**src/rtl/axi4_lite_cpu_bridge.sv**
```systemverilog
// Memory-stage bridge: turns RV32 loads/stores into aligned word
// commands on a start/busy port, stalling the core until completion.
`timescale 1ns/1ps
module axi4_lite_cpu_bridge #(
  parameter int ADDR_WIDTH = 32,
  parameter int DATA_WIDTH = 32
) (
  input  logic                  clk,
  input  logic                  rst,
  input  logic                  mem_req_valid,
  input  logic                  mem_req_write,
  input  logic [ADDR_WIDTH-1:0] mem_addr,
  input  logic [DATA_WIDTH-1:0] mem_wdata,
  input  logic [2:0]            mem_funct3,
  output logic                  stall,
  output logic [DATA_WIDTH-1:0] mem_rdata,
  output logic                  mem_rdata_valid,
  output logic                  misaligned,
  output logic                  write_start,
  output logic [ADDR_WIDTH-1:0] write_addr,
  output logic [DATA_WIDTH-1:0] write_data,
  output logic [3:0]            write_strobe,
  input  logic                  write_busy,
  output logic                  read_start,
  output logic [ADDR_WIDTH-1:0] read_addr,
  input  logic [DATA_WIDTH-1:0] read_data,
  input  logic                  read_busy
);

  typedef enum logic [1:0] {
    IDLE,
    ISSUE,
    WAIT,
    DONE
  } state_t;

  state_t state, state_nxt;

  logic       req_write;
  logic       fault;
  logic       seen_busy;
  logic [1:0] lane;
  logic [2:0] funct3;

  logic                  bad;
  logic [3:0]            st_strobe;
  logic [DATA_WIDTH-1:0] st_data;
  logic [DATA_WIDTH-1:0] ld_data;
  logic [7:0]            rbyte;
  logic [15:0]           rhalf;
  logic                  busy;
  logic                  exit_wait;

  always_comb begin
    bad = 1'b0;
    if (mem_req_write)
      bad = mem_funct3[2] | (mem_funct3[1:0] == 2'b11);
    else
      bad = (mem_funct3[1:0] == 2'b11) | (mem_funct3 == 3'b110);
    if (mem_funct3[1:0] == 2'b01 && mem_addr[0])
      bad = 1'b1;
    if (mem_funct3[1:0] == 2'b10 && mem_addr[1:0] != 2'b00)
      bad = 1'b1;
  end

  // Narrow stores replicate the datum across all lanes; strobes pick one
  always_comb begin
    st_strobe = 4'b1111;
    st_data   = mem_wdata;
    unique case (1'b1)
      mem_funct3[1:0] == 2'b00: begin
        st_strobe = 4'b0001 << mem_addr[1:0];
        st_data   = {4{mem_wdata[7:0]}};
      end
      mem_funct3[1:0] == 2'b01: begin
        st_strobe = mem_addr[1] ? 4'b1100 : 4'b0011;
        st_data   = {2{mem_wdata[15:0]}};
      end
      default: ;
    endcase
  end

  always_comb begin
    rbyte   = read_data[8*lane +: 8];
    rhalf   = lane[1] ? read_data[31:16] : read_data[15:0];
    ld_data = read_data;
    unique case (1'b1)
      funct3 == 3'b000: ld_data = {{24{rbyte[7]}}, rbyte};
      funct3 == 3'b100: ld_data = {24'd0, rbyte};
      funct3 == 3'b001: ld_data = {{16{rhalf[15]}}, rhalf};
      funct3 == 3'b101: ld_data = {16'd0, rhalf};
      default: ;
    endcase
  end

  assign busy      = req_write ? write_busy : read_busy;
  assign exit_wait = (state == WAIT) && seen_busy && !busy;

  always_comb begin
    state_nxt = state;
    unique case (state)
      IDLE:
        if (mem_req_valid)
          state_nxt = bad ? DONE : ISSUE;
      ISSUE: state_nxt = WAIT;
      WAIT:
        if (exit_wait)
          state_nxt = DONE;
      DONE:  state_nxt = IDLE;
      default: state_nxt = IDLE;
    endcase
  end

  always_ff @(posedge clk) begin
    if (rst) begin
      state        <= IDLE;
      req_write    <= 1'b0;
      fault        <= 1'b0;
      seen_busy    <= 1'b0;
      lane         <= '0;
      funct3       <= '0;
      mem_rdata    <= '0;
      write_addr   <= '0;
      write_data   <= '0;
      write_strobe <= '0;
      read_addr    <= '0;
    end else begin
      state <= state_nxt;
      unique case (state)
        IDLE:
          if (mem_req_valid) begin
            req_write <= mem_req_write;
            fault     <= bad;
            seen_busy <= 1'b0;
            lane      <= mem_addr[1:0];
            funct3    <= mem_funct3;
            if (bad) begin
              mem_rdata <= '0;
            end else if (mem_req_write) begin
              write_addr   <= {mem_addr[ADDR_WIDTH-1:2], 2'b00};
              write_data   <= st_data;
              write_strobe <= st_strobe;
            end else begin
              read_addr <= {mem_addr[ADDR_WIDTH-1:2], 2'b00};
            end
          end
        WAIT: begin
          if (busy)
            seen_busy <= 1'b1;
          if (exit_wait && !req_write)
            mem_rdata <= ld_data;
        end
        default: ;
      endcase
    end
  end

  assign stall = ((state == IDLE) && mem_req_valid)
               || (state == ISSUE) || (state == WAIT);
  assign write_start     = (state == ISSUE) && req_write;
  assign read_start      = (state == ISSUE) && !req_write;
  assign mem_rdata_valid = (state == DONE) && !fault && !req_write;
  assign misaligned      = (state == DONE) && fault;

endmodule

```
**config.mk**
```make
export PLATFORM = sky130hd
export DESIGN_NAME = axi4_lite_cpu_bridge
export DESIGN_NICKNAME = d
export VERILOG_FILES = /design/src/rtl/axi4_lite_cpu_bridge.sv
export SDC_FILE = /design/constraint.sdc
export NUM_CORES = 1
export LEC_CHECK = 0
export BUFFER_PORTS_ARGS = -buffer_cell sky130_fd_sc_hd__buf_2
export CORE_AREA = 2 2 161 131
export DETAILED_ROUTE_END_ITERATION = 8
export DIE_AREA = 0 0 163 133
export PLACE_DENSITY = 0.64
export SLEW_MARGIN = 20
export SYNTH_ARGS = -nofsm -noshare
export SYNTH_HDL_FRONTEND = slang
export SYNTH_SLANG_ARGS = --single-unit
```
**constraint.sdc**
```tcl
create_clock -name clk -period 2 [get_ports clk]
set_input_delay 0.4 -clock clk [delete_from_list [all_inputs] [get_ports clk]]
set_output_delay 0.4 -clock clk [all_outputs]
set_load 0.05 [all_outputs]
```
Word level (Yosys, flattened, before mapping)
Index checks and enable logic that the tools add are counted.
{"block": "word_totals", "ff_bits": 138, "latch_bits": 0, "ram_bits": 0, "rom_bits": 0, "out_inout_bits": 137, "wordCells": 79, "mem_count": 0}
{"block": "op_classes", "add_sub_neg": 0, "n_mul": 0, "n_div": 0, "n_lt_le_gt_ge": 0, "eq_ne": 15, "n_shift": 2, "mux": 20, "bitwise_logic": 4, "n_reduce_logical": 27}
{"operator": "$pmux 32 s2", "n": 2}
{"operator": "$pmux 32 s4", "n": 1}
{"operator": "$mux 32", "n": 3}
{"operator": "$shiftx 32x6->8", "n": 1}
{"operator": "$mux 16", "n": 1}
{"operator": "$reduce_and 4->1", "n": 3}
{"operator": "$logic_and 1x1->1", "n": 11}
{"operator": "$eq 3x3->1 const B", "n": 3}
{"operator": "$eq 2x2->1 const B", "n": 4}
{"operator": "$ne 2x2->1 const B", "n": 4}
{"operator": "$pmux 2 s4", "n": 1}
{"operator": "$pmux 4 s2", "n": 1}
{"operator": "$mux 1", "n": 6}
{"operator": "$mux 2", "n": 3}
{"operator": "$eq 2x1->1 const B", "n": 2}
{"operator": "$logic_not 2->1", "n": 2}
{"operator": "$mux 4", "n": 1}
{"operator": "$reduce_and 2->1", "n": 2}
{"operator": "$reduce_bool 2->1", "n": 2}
{"operator": "$shl 1x2->4 const A", "n": 1}
{"operator": "$eq 3x1->1 const B", "n": 1}
{"operator": "$logic_not 1->1", "n": 3}
{"operator": "$logic_not 3->1", "n": 1}
{"operator": "$reduce_and 3->1", "n": 1}
{"operator": "5 further kinds", "n": 8}

Longest topological paths before layout
{"block": "depth", "depth_word": 8, "mapped_depth": 10}

Worst setup path after synthesis
No wires, ideal clock.
{"block": "synth_timing", "path_type": "register to output", "start": "register state[0]", "end": "output mem_rdata_valid", "arrival_time_ps": 1659, "path_slack_ps": -59, "stages_incl_launch_ff": 3, "n_path_buf": 0, "path_cell_list": "dfxtp_1 ha_1 nor3b_1"}
{"block": "synth_via", "elab_chain_len": 3}
{"item": "start: declaration", "line_no": "37", "rtl": "state_t state, state_nxt;"}
{"item": "start signal: assignment", "line_no": "128", "rtl": "state <= state_nxt;"}
{"item": "$eq 2x2->1", "line_no": "162", "rtl": "assign mem_rdata_valid = (state == DONE) && !fault && !req_write;"}
{"item": "$logic_and 1x1->1 (2 in series)", "line_no": "162"}
{"item": "end: declaration", "line_no": "17", "rtl": "output logic mem_rdata_valid,"}
No other way between the ends.

Worst setup path in the final report
{"block": "layout_timing", "start": "register state[1]", "end": "output stall"}
{"block": "layout_via", "elab_chain_len": 4, "elab_cells_between_ends": 6, "cone_classes": "2 x eq/ne; 4 x reduce/logical"}
{"item": "$logic_not 2->1", "line_no": "158", "rtl": "assign stall = ((state == IDLE) && mem_req_valid)"}
{"item": "$logic_and 1x1->1", "line_no": "158"}
{"item": "$logic_or 1x1->1", "line_no": "159", "rtl": "|| (state == ISSUE) || (state == WAIT);"}
{"item": "$logic_or 1x1->1 (*)", "line_no": "159"}
{"item": "end: declaration", "line_no": "15", "rtl": "output logic stall,"}
Every way passes the cells marked *; elsewhere a longest branch is shown, timed or not.

==> impl_table.tex <==
\begin{tabular}{lr}
\hline
Metric & Value \\
\hline
\multicolumn{2}{l}{\textbf{STA}} \\
Final critical-path share of the clock period & between 90\% and 100\% \\
Relative slew slack & approximately 53\% \\
RSZ-0062 raised after global routing & true \\
Max Freq & 0.500 GHz \\
Worst slew pin tran & roughly 0.70 ns \\
Max-slew violations & 0 \\
Hold Vio Cnt, Final & 0 \\
Min Clock Period, post-route & 2.00 ns \\
Final setup violation count & 0 \\
Post-route clock skew & roughly 0.016 ns \\
Final setup TNS & 0 ns \\
\multicolumn{2}{l}{\textbf{Routing}} \\
Violation count after the first detailed-routing iteration & between 500 and 600 \\
Number of nets with antenna violations after routing & 0 \\
Total vias in the final route & roughly 6200 \\
Wirelength, routed & around 20000 µm \\
Vias/cell & approximately 4.9 \\
Final routed DRC violation total & 0 \\
First drt pass iteration count & 5 \\
Average detailed-routed wire length per instance & about 16 µm \\
\multicolumn{2}{l}{\textbf{Power and ir drop}} \\
Worst vdd ir & 0.000475 V \\
Leakage power summed over all cells & 0.00355 µW \\
Cell area power density & 1160 nW/µm² \\
\multicolumn{2}{l}{\textbf{Global route}} \\
Number of global-route vias before repair & $\sim$5700 \\
Leftover overflow at the end of global routing & 0 \\
Pin count of the biggest net entering global routing & 69 \\
Number of antenna violations at the first check in global routing & 0 \\
Global-route wire length before repair & between 30000 and 40000 µm \\
Overall fraction of global-route tracks in use & between 10\% and 20\% \\
\multicolumn{2}{l}{\textbf{Floorplan}} \\
Die width & around 160 µm \\
Site row count & 47 \\
Ports & 242 \\
Vertical die dimension & 133 µm \\
Area enclosed by the die boundary & between 20000 and 25000 µm² \\
Area of the core & a little over 20000 µm² \\
Initial Util & approximately 30\% \\
\multicolumn{2}{l}{\textbf{Critical path}} \\
Critical path start-end classification & reg -> out \\
Endpoint of the most critical register-to-register path & read\_addr[5] \\
Maximum fanout along the worst path & 3 \\
Setup slack of the most critical reg-to-reg path & 0.18 ns \\
Type of element launching the critical path & flop \\
Worst flop-to-flop path startpoint & state[0] \\
Worst setup EP type & output pin \\
Critical path required time & $\sim$1.6 ns \\
Data arrival time of the worst path & between 1.5 and 2 ns \\
Worst reg-to-reg path cell count & 8 \\
\multicolumn{2}{l}{\textbf{Worst hold path}} \\
Path type of the worst min-delay path & in -> reg \\
Origin of the worst min-delay path & mem\_addr[4] \\
Destination of the worst hold path & read\_addr[4] \\
Cell depth of the worst min-delay path & 3 \\
\multicolumn{2}{l}{\textbf{CTS}} \\
CTS tree & done \\
Total clock sinks & around 140 \\
Clock-pin slew on the worst setup and hold paths & around 0.060 ns \\
Number of H-tree levels & 4 \\
Total CTS buffers & 17 \\
CTS max path bufs & 2 \\
Number of hold-repair buffers added at the cts stage & 0 \\
CTS Root Buffer Type & sky130\_fd\_sc\_hd\_\_clkbuf\_16 \\
Clk\_lat worst skew & around 0.42 ns \\
\multicolumn{2}{l}{\textbf{Layout}} \\
Most common library cell in the layout ignoring fill and taps & sky130\_fd\_sc\_hd\_\_buf\_2 \\
Cell area after layout & 8200 µm² \\
Fraction of layout instances using a drive strength above 1 & between 30\% and 40\% \\
Antenna diode count & 0 \\
Number of nets in the layout & 1084 \\
Commonest non-fill, non-tap cells in the layout & sky130\_fd\_sc\_hd\_\_buf\_2 (235), sky130\_fd\_sc\_hd\_\_nand2\_1 (213), sky130\_fd\_sc\_hd\_\_dfxtp\_1 (136) \\
Area growth, synth to finish & 37.9\% \\
\multicolumn{2}{l}{\textbf{Place}} \\
GP Congestion & 0.899 \\
Instance area after placement & approximately 7500 µm² \\
Number of buffer cells added on primary ports & between 200 and 250 \\
Total half-perimeter wirelength after legalization and detailed placement & approximately 14000 µm \\
\multicolumn{2}{l}{\textbf{Synth}} \\
Yosys warning count & 0 \\
Number of synthesized register bits & approximately 140 \\
Largest cells by area after synthesis & sky130\_fd\_sc\_hd\_\_dfxtp\_1 (46\%), sky130\_fd\_sc\_hd\_\_nand2\_1 (13\%), sky130\_fd\_sc\_hd\_\_a21oi\_1 (9.0\%) \\
Number of distinct library cells after synthesis & 42 \\
Number of cells produced by synthesis & 744 \\
FFs w/ async S/R, synth & 0\% \\
EDFF count, synth & 0 \\
Area leader, netlist & sky130\_fd\_sc\_hd\_\_dfxtp\_1 \\
Average instance area after synthesis & between 7 and 8 µm² \\
Cell area after technology mapping & between 5000 and 6000 µm² \\
Share of the synthesized area in the top cell type & between 40\% and 50\% \\
Part of the Yosys area used for sequential elements & between 40\% and 50\% \\
Leading register cell type out of synthesis & sky130\_fd\_sc\_hd\_\_dfxtp\_1 \\
\multicolumn{2}{l}{\textbf{Run}} \\
Max-Cap Viols & 0 \\
\multicolumn{2}{l}{\textbf{Outcome}} \\
Outcome & finished, final reports clean \\
\hline
\end{tabular}
[stage by stage]
step / instances / setup WS, ns / hold slack [ns] / utilization [%] / power, µW
finish: 1256 / 0.000957 / 0.232 / 40.4 / 9510
global route: 1256 / -0.0622 / 0.218 / 40.4 / 9970
CTS: 1252 / -0.0365 / 0.214 / 40.2 / 9500
detailed placement: 1219 / -0.0314 / 0.444 / 37.2 / 6290
global placement: 1219 / 0.0246 / 0.438 / 37.2 / 6270
floorplan: 747 / 0.106 / 0.444 / - / 5340
[cell type report]
type / count / area (µm²)
fill: 2133 / 12100
clock buffer: 18 / 429
clock inverter: 13 / 141
sequential: 138 / 2770
inverter: 7 / 26.3
timing repair buffer: 276 / 1590
multi-input combinational: 535 / 2910
tap: 269 / 337
[report_power, final]
group | total [µW] | switching, µW | internal, µW
Clock | 3090 | 1250 | 1840
Sequential | 3170 | 159 | 3020
Combinational | 3250 | 2190 | 1060
Total | 9510 | 3600 | 5920
[cell families after synthesis]
group / Yosys count / synth area share, %
multiplexers: 26 / 4.80
adder cells (fa/ha/maj): 4 / 0.842
AO/OA/AOI/OAI: 202 / 21.1
other: 1 / 0.0631
AND/OR/NAND/NOR: 299 / 21.1
buffers and inverters: 74 / 5.64
flip-flops: 138 / 46.5
[sequential cells by signal, indices dropped and copies added (netlist names)]
name,cells
write_strobe,4
funct3,3
fault,1
write_data,32
write_addr,30
req_write,1
lane,2
mem_rdata,32
seen_busy,1
state,2
read_addr,30
[worst max path at each step]
stage | startpoint | endpoint | slack, ns
2_1_floorplan | state[0] | stall | 0.11
3_3_place_gp | mem_addr[0] | read_addr[7] | 0.02
3_5_place_dp | mem_addr[0] | read_addr[5] | -0.03
4_1_cts | state[1] | stall | -0.04
5_1_grt | state[1] | stall | -0.06
6_report | state[1] | stall | 0.001
[worst max-delay path, cell delays in order, from the launching register on]
cell and delay, ns:
sky130_fd_sc_hd__dfxtp_2 0.35, sky130_fd_sc_hd__inv_2 0.06, sky130_fd_sc_hd__ha_4 0.16, sky130_fd_sc_hd__and2_4 0.13, sky130_fd_sc_hd__or3_4 0.33, sky130_fd_sc_hd__buf_8 0.16
[Yosys cell counts, drive strengths merged, types with 2 or more instances]
cell / number
a211oi: 11
a311oi: 10
o21ai: 14
o22ai: 13
o211ai: 8
or2: 2
nor3: 6
or3: 2
ha: 4
nor2: 37
clkbuf: 31
nor2b: 3
and2: 3
o2111ai: 23
a221oi: 7
dfxtp: 138
nand2: 213
mux2i: 24
o21a: 2
nand3b: 16
a21oi: 107
buf: 36
nand3: 6
inv: 6
nand2b: 8
mux4: 2
[routing by layer]
| layer | wire length [µm] | global-route usage, % |
|---|---|---|
| met5 | 0 | 0 |
| met4 | 366 | 5.75 |
| met3 | 1680 | 6.27 |
| met2 | 9110 | 28.4 |
| met1 | 8620 | 22.9 |
[what timing repair did]
action,4_1_cts,5_1_grt
resized for setup,11,4
setup endpoints to repair,1,3
cloned,0,0
buffers inserted,2,4
Note: power is estimated with default switching activity, not from simulation.
